## config.mk

```make
export PLATFORM = sky130hd
export DESIGN_NAME = alu_seq
export DESIGN_NICKNAME = d
export VERILOG_FILES = /design/src/rtl/alu_seq.sv
export SDC_FILE = /design/constraint.sdc
export NUM_CORES = 1
export LEC_CHECK = 0
export CORE_AREA = 5 5 106 108
export CTS_CLUSTER_SIZE = 8
export DETAILED_ROUTE_END_ITERATION = 7
export DIE_AREA = 0 0 111 113
export PLACE_DENSITY_LB_ADDON = 0.3
export SYNTH_ARGS = -nofsm -noshare
export SYNTH_HDL_FRONTEND = slang
export SYNTH_SLANG_ARGS = --single-unit
export TNS_END_PERCENT = 1
```

## constraint.sdc

```tcl
create_clock -name clk -period 3.5 [get_ports clk]
set_input_delay 0.7 -clock clk [delete_from_list [all_inputs] [get_ports clk]]
set_output_delay 0.7 -clock clk [all_outputs]
set_load 0.02 [all_outputs]
```

## src/rtl/alu_seq.sv

```systemverilog
// alu_seq: multi-cycle sequencer that fetches from a synchronous ROM and drives an external 8-bit ALU.
// Optional feature: define ALU_SEQ_LDI_EN to enable ldi (op 11) through the IMM state.

module alu_seq (
  input  logic       clk,
  input  logic       rst,
  output logic [7:0] imem_addr,
  input  logic [7:0] imem_data,
  output logic [7:0] alu_ra,
  output logic [7:0] alu_rb,
  output logic [3:0] alu_op,
  input  logic [9:0] alu_out,
  input  logic [7:0] in_data,
  input  logic       in_valid,
  output logic       in_ready,
  output logic [7:0] out_data,
  output logic       out_valid,
  input  logic       out_ready,
  output logic       flag_z,
  output logic       flag_c,
  output logic       halted
);

  typedef enum logic [2:0] {
    S_FETCH    = 3'd0,
    S_DECODE   = 3'd1,
    S_EXEC     = 3'd2,
    S_WAIT_IN  = 3'd3,
    S_WAIT_OUT = 3'd4,
`ifdef ALU_SEQ_LDI_EN
    S_IMM      = 3'd5,
`endif
    S_HALT     = 3'd6
  } state_t;

  localparam logic [3:0] OP_ADD  = 4'd1;
  localparam logic [3:0] OP_SUB  = 4'd2;
  localparam logic [3:0] OP_NAND = 4'd3;
  localparam logic [3:0] OP_SHL  = 4'd4;
  localparam logic [3:0] OP_SHR  = 4'd5;
  localparam logic [3:0] OP_OUT  = 4'd6;
  localparam logic [3:0] OP_IN   = 4'd7;
  localparam logic [3:0] OP_MOV  = 4'd8;
  localparam logic [3:0] OP_JZ   = 4'd9;
  localparam logic [3:0] OP_JMP  = 4'd10;
`ifdef ALU_SEQ_LDI_EN
  localparam logic [3:0] OP_LDI  = 4'd11;
`endif
  localparam logic [3:0] OP_HALT = 4'd15;

  state_t     state_q, state_d;
  logic [7:0] pc_q, pc_d;
  logic [7:0] ir_q, ir_d;
  logic [7:0] regs_q [4];
  logic [7:0] regs_d [4];
  logic       z_q, z_d;
  logic       c_q, c_d;
  logic       in_ready_q, in_ready_d;
  logic       out_valid_q, out_valid_d;
  logic [7:0] out_data_q, out_data_d;
  logic       halted_q, halted_d;
`ifdef ALU_SEQ_LDI_EN
  logic       imm_phase_q, imm_phase_d;
`endif

  logic [3:0] op;
  logic [1:0] a_idx;
  logic [1:0] b_idx;

  assign op    = ir_q[7:4];
  assign a_idx = ir_q[3:2];
  assign b_idx = ir_q[1:0];

  assign imem_addr = pc_q;
  assign in_ready  = in_ready_q;
  assign out_valid = out_valid_q;
  assign out_data  = out_data_q;
  assign flag_z    = z_q;
  assign flag_c    = c_q;
  assign halted    = halted_q;

  // State register; reset drops any pending handshake.
  always_ff @(posedge clk) begin
    if (rst) begin
      state_q     <= S_FETCH;
      pc_q        <= 8'd0;
      ir_q        <= 8'd0;
      z_q         <= 1'b0;
      c_q         <= 1'b0;
      in_ready_q  <= 1'b0;
      out_valid_q <= 1'b0;
      out_data_q  <= 8'd0;
      halted_q    <= 1'b0;
      for (int i = 0; i < 4; i++) begin
        regs_q[i] <= 8'd0;
      end
`ifdef ALU_SEQ_LDI_EN
      imm_phase_q <= 1'b0;
`endif
    end else begin
      state_q     <= state_d;
      pc_q        <= pc_d;
      ir_q        <= ir_d;
      z_q         <= z_d;
      c_q         <= c_d;
      in_ready_q  <= in_ready_d;
      out_valid_q <= out_valid_d;
      out_data_q  <= out_data_d;
      halted_q    <= halted_d;
      for (int i = 0; i < 4; i++) begin
        regs_q[i] <= regs_d[i];
      end
`ifdef ALU_SEQ_LDI_EN
      imm_phase_q <= imm_phase_d;
`endif
    end
  end

  // Next-state, register-file and flag update.
  always_comb begin
    state_d     = state_q;
    pc_d        = pc_q;
    ir_d        = ir_q;
    z_d         = z_q;
    c_d         = c_q;
    in_ready_d  = in_ready_q;
    out_valid_d = out_valid_q;
    out_data_d  = out_data_q;
    halted_d    = halted_q;
    for (int i = 0; i < 4; i++) begin
      regs_d[i] = regs_q[i];
    end
`ifdef ALU_SEQ_LDI_EN
    imm_phase_d = imm_phase_q;
`endif

    case (state_q)
      S_FETCH: begin
        state_d = S_DECODE;
      end
      S_DECODE: begin
        ir_d    = imem_data;
        pc_d    = pc_q + 8'd1;
        state_d = S_EXEC;
      end
      S_EXEC: begin
        state_d = S_FETCH;
        case (op)
          OP_ADD, OP_SUB, OP_NAND, OP_SHL, OP_SHR: begin
            regs_d[a_idx] = alu_out[7:0];
            z_d           = alu_out[9];
            c_d           = alu_out[8];
          end
          OP_OUT: begin
            // Output data is captured once so it stays stable while the sink stalls.
            out_valid_d = 1'b1;
            out_data_d  = regs_q[a_idx];
            state_d     = S_WAIT_OUT;
          end
          OP_IN: begin
            in_ready_d = 1'b1;
            state_d    = S_WAIT_IN;
          end
          OP_MOV: begin
            regs_d[a_idx] = alu_out[7:0];
          end
          OP_JZ: begin
            if (z_q) begin
              pc_d = regs_q[b_idx];
            end else begin
              pc_d = pc_q;
            end
          end
          OP_JMP: begin
            pc_d = regs_q[b_idx];
          end
`ifdef ALU_SEQ_LDI_EN
          OP_LDI: begin
            imm_phase_d = 1'b0;
            state_d     = S_IMM;
          end
`endif
          OP_HALT: begin
            halted_d = 1'b1;
            state_d  = S_HALT;
          end
          default: begin
            state_d = S_FETCH;
          end
        endcase
      end
      S_WAIT_IN: begin
        if (in_valid && in_ready_q) begin
          regs_d[a_idx] = alu_out[7:0];
          in_ready_d    = 1'b0;
          state_d       = S_FETCH;
        end else begin
          state_d = S_WAIT_IN;
        end
      end
      S_WAIT_OUT: begin
        if (out_valid_q && out_ready) begin
          out_valid_d = 1'b0;
          out_data_d  = 8'd0;
          state_d     = S_FETCH;
        end else begin
          state_d = S_WAIT_OUT;
        end
      end
`ifdef ALU_SEQ_LDI_EN
      S_IMM: begin
        // First cycle presents the immediate's address; the ROM answers one cycle later.
        if (!imm_phase_q) begin
          imm_phase_d = 1'b1;
        end else begin
          regs_d[a_idx] = imem_data;
          pc_d          = pc_q + 8'd1;
          imm_phase_d   = 1'b0;
          state_d       = S_FETCH;
        end
      end
`endif
      S_HALT: begin
        state_d = S_HALT;
      end
      default: begin
        state_d = S_FETCH;
      end
    endcase
  end

  // ALU operand/opcode drive; idle cycles present a quiet nop.
  always_comb begin
    if (state_q == S_EXEC || state_q == S_WAIT_IN || state_q == S_WAIT_OUT) begin
      alu_op = op;
      alu_ra = regs_q[a_idx];
      alu_rb = (op == OP_IN) ? in_data : regs_q[b_idx];
    end else begin
      alu_op = 4'd0;
      alu_ra = 8'd0;
      alu_rb = 8'd0;
    end
  end

endmodule

```

==> qor.yml, run 1 <==
clock_network:
  clkTransAtPathRegs_ps: 80
  clk_latency_ps: 350
  cts_hold_buffers: 0
  cts-buffers-inserted: 9
  cts.sinks: 68
  clk_path_buf_depth: 2
  htree_levels: 3
  cts-root-buf: "clkbuf_8"
  cts_tree: "built"
grt:
  grt_util_all_layers: 0.1585
  grt_max_degree: 42
  grtUsageMet2: 0.2658
  grt_pass1_wl_um: 15810
  grt_antenna_before_repair: 0
  grt_use_met1: 0.2044
  use_met3: 0.03690
  grt_overflow: 0
  gr-max-usage-layer: "met2"
  grt_pass1_vias: 3024
placement:
  io_buffer_count: 70
  hpwl_um: 7118
  gp_congestion: 0.8170
yosys:
  synth_nets: 413
  synth_area_um2: 3572
  yosysUniqueCellTypes: 57
  netlist.area_leader.share: 0.3811
  ys_ff_latch: 68
  synth_top_flop_cell: "dfxtp_1"
  ys_warn_count: 0
  synth.area.top_cells: "dfxtp_1 38%, mux4_2 10%, mux2i_1 9.5%, nand2_1 8.7%, a21oi_1 5.9%"
  synthArstFlopShare: 0
  synth_top_area_cell: "dfxtp_1"
  synth_cells: 382
  synth_edf_count: 0
  postSynthAreaPerCell_um2: 9.351
  ys_seq_area_frac: 0.3811
timing:
  fmax_mhz: 313.9
  finalCritPeriodShare: 0.9101
  setup_tns_ps: 0
  worst_slew_pin_slew_ps: 879.7
  fin_crit_ps: 3185
  rsz0062_at_grt: "false"
  finClkSkew_ps: 15.45
  drv_slew: 0
  timing.hold.ws_ps: 450.9
  slew_headroom: 0.4061
  hold_viol: 0
  setup_viol: 0
finish:
  area.growth.synth_to_final_pct: 28.13
  drive_above_1_share: 0.1351
  fillers: 975
  layout.nets: 470
  antenna_cells: 0
die:
  coreArea_um2: 10140
  initial_utilization: 0.3523
  row_count: 37
  die_area_um2: 12540
  die_y_um: 113
  die_w_um: 111
  io_pins: 71
worst_hold_path:
  hp-start: "halted"
  min_path_type: "reg -> reg"
outcome:
  status: "finished, final reports clean"
critical_path:
  critPathMaxFanout: 13
  path_class: "reg -> out"
  cpPeakStageDelay_ps: 660
  reg2reg_from: "ir_q[7]"
  endpoint_kind: "output port"
  reg2reg_slack_ps: 1270
  required_ps: 2800
  cp-start-kind: "flop"
  endpoint: "alu_rb[2]"
  arrival_ps: 2490
  crit_chain: "and4b_1, nand2_1, a21oi_1, clkdlybuf4s50_1"
  crit_start: "ir_q[5]"
  reg2reg_to: "regs_q[0][1]"
  slowest_stage: "clkdlybuf4s50_1"
  worst-r2r-cell-count: 4
detailed_routing:
  dr.pass1.iters: 4
  via_per_inst: 5.157
  totalWireLength_um: 9799
  dr.first_iter.drc_count: 205
  wl_per_cell_um: 16.89
  drc: 0
  num_vias: 2991
  drtAntennaViolNets: 0
power:
  ir_drop_v: 0.0002223
  p_per_area_nw_per_um2: 417.4
  p_leak_nw: 1.633
flow_run:
  maxCapViolations: 0
-- repair_timing --
| item | in CTS | in global routing |
|---|---|---|
| endpoints found under the setup margin | 0 | 9 |
| buffers inserted | 0 | 0 |
| resized for setup | 0 | 1 |
-- where the power goes --
| part | total, mW | switching, mW | leakage [nW] | internal [mW] |
|---|---|---|---|---|
| Sequential | 0.855 | 0.0531 | 0.550 | 0.802 |
| Clock | 0.746 | 0.304 | 0.120 | 0.443 |
| Combinational | 0.309 | 0.171 | 0.963 | 0.138 |
| Total | 1.91 | 0.528 | 1.63 | 1.38 |
-- cell usage after synthesis, drive strengths merged (2+ instances only) --
library cell  number
a21o               2
nor3b              2
a22oi              2
inv               14
nor2              10
o2111ai            4
a21oi             43
o21ai             12
nor3               4
nand2             83
nand3              3
clkbuf            15
o32ai              4
buf               16
and3               3
a31oi              5
dfxtp             68
mux4              16
a21boi             2
or3b               2
nand4              2
nor2b             13
and2               2
a2bb2oi            2
mux2i             34
-- logic make-up (layout without fill, tap and decap cells) --
family,after synthesis,count (layout),share of synthesized area
buffers and inverters,45,107,0.05849
multiplexers,51,51,0.1993
flip-flops,68,68,0.3811
AND/OR/NAND/NOR,132,132,0.1748
adder cells (fa/ha/maj),1,1,0.003502
AO/OA/AOI/OAI,85,85,0.1828
-- how the worst min path moves through the flow --
stage	to	slack, ps	cells after the start
6_report	halted	450	2
5_1_grt	halted	480	2
4_1_cts	halted	450	2
3_5_place_dp	halted	440	2
3_3_place_gp	halted	440	2
2_1_floorplan	flop	440	2
-- per-layer routing --
metal	vias to the layer above	share of wire
met1	1445	0.46
met4	0	0.013
met5	-	0
li1	1463	-
met3	10	0.049
met2	73	0.48
-- registers in the layout (all words and copies together), names as in the netlist, named ones only --
signal and count:
flag_c 1, flag_z 1, halted 1, imem_addr 8, in_ready 1, ir_q 8
out_data 8, out_valid 1, regs_q 32, state_q 3
-- per-stage QoR --
step / instance area, µm² / setup slack (ps) / total power [mW] / util / cells
3_3_place_gp: 4339 / 600.7 / 1.177 / 0.4280 / 564
5_1_grt: 4577 / 162.5 / 1.986 / 0.4514 / 580
3_5_place_dp: 4339 / 502.1 / 1.182 / 0.4280 / 564
2_1_floorplan: 3572 / 1414 / 1.074 / - / 382
4_1_cts: 4573 / 123.2 / 1.925 / 0.4511 / 580
6_report: 4577 / 314.5 / 1.911 / 0.4514 / 580
-- cells in the final DEF (no fill, tap or decap), types with 2 or more instances in the layout --
cell type,instances
a21oi_1,41
a2bb2oi_1,2
a31oi_1,5
and2_1,2
and3_1,3
buf_4,7
bufinv_16,2
clkbuf_8,11
clkdlybuf4s50_1,70
dfxtp_1,68
inv_1,14
mux2i_1,34
mux4_2,16
nand2_1,83
nand3_1,3
nand4_1,2
nor2_1,9
nor2b_1,13
nor3_1,3
o2111ai_4,3
o21ai_0,12
o32ai_2,4
-- critical path: cells and delay by family, from the launching register on --
kind                   cells  cell delay, ps
AOI/OAI and AO/OA          1             260
and+or+nand+nor            2             640
buffers and inverters      1             660
DFF                        1             580
-- cell type report --
cell class / count / area [µm²] / area share
multi-input cells: 269 / 2006 / 0.4382
repair buffers: 77 / 753.2 / 0.1646
clock buffers: 11 / 151.4 / 0.03308
clock inverters: 5 / 82.58 / 0.01804
inverters: 14 / 52.55 / 0.01148
flip-flops and latches: 68 / 1361 / 0.2974
well taps: 136 / 170.2 / 0.03718
Note: power is estimated with default switching activity, not from simulation.
==> run 2, diff against run 1 <==
Settings changed: SKIP_LAST_GASP from default to 1.
==> results of run 2 <==
No change in the layout: final DEF, timing and power equal those of run 1.
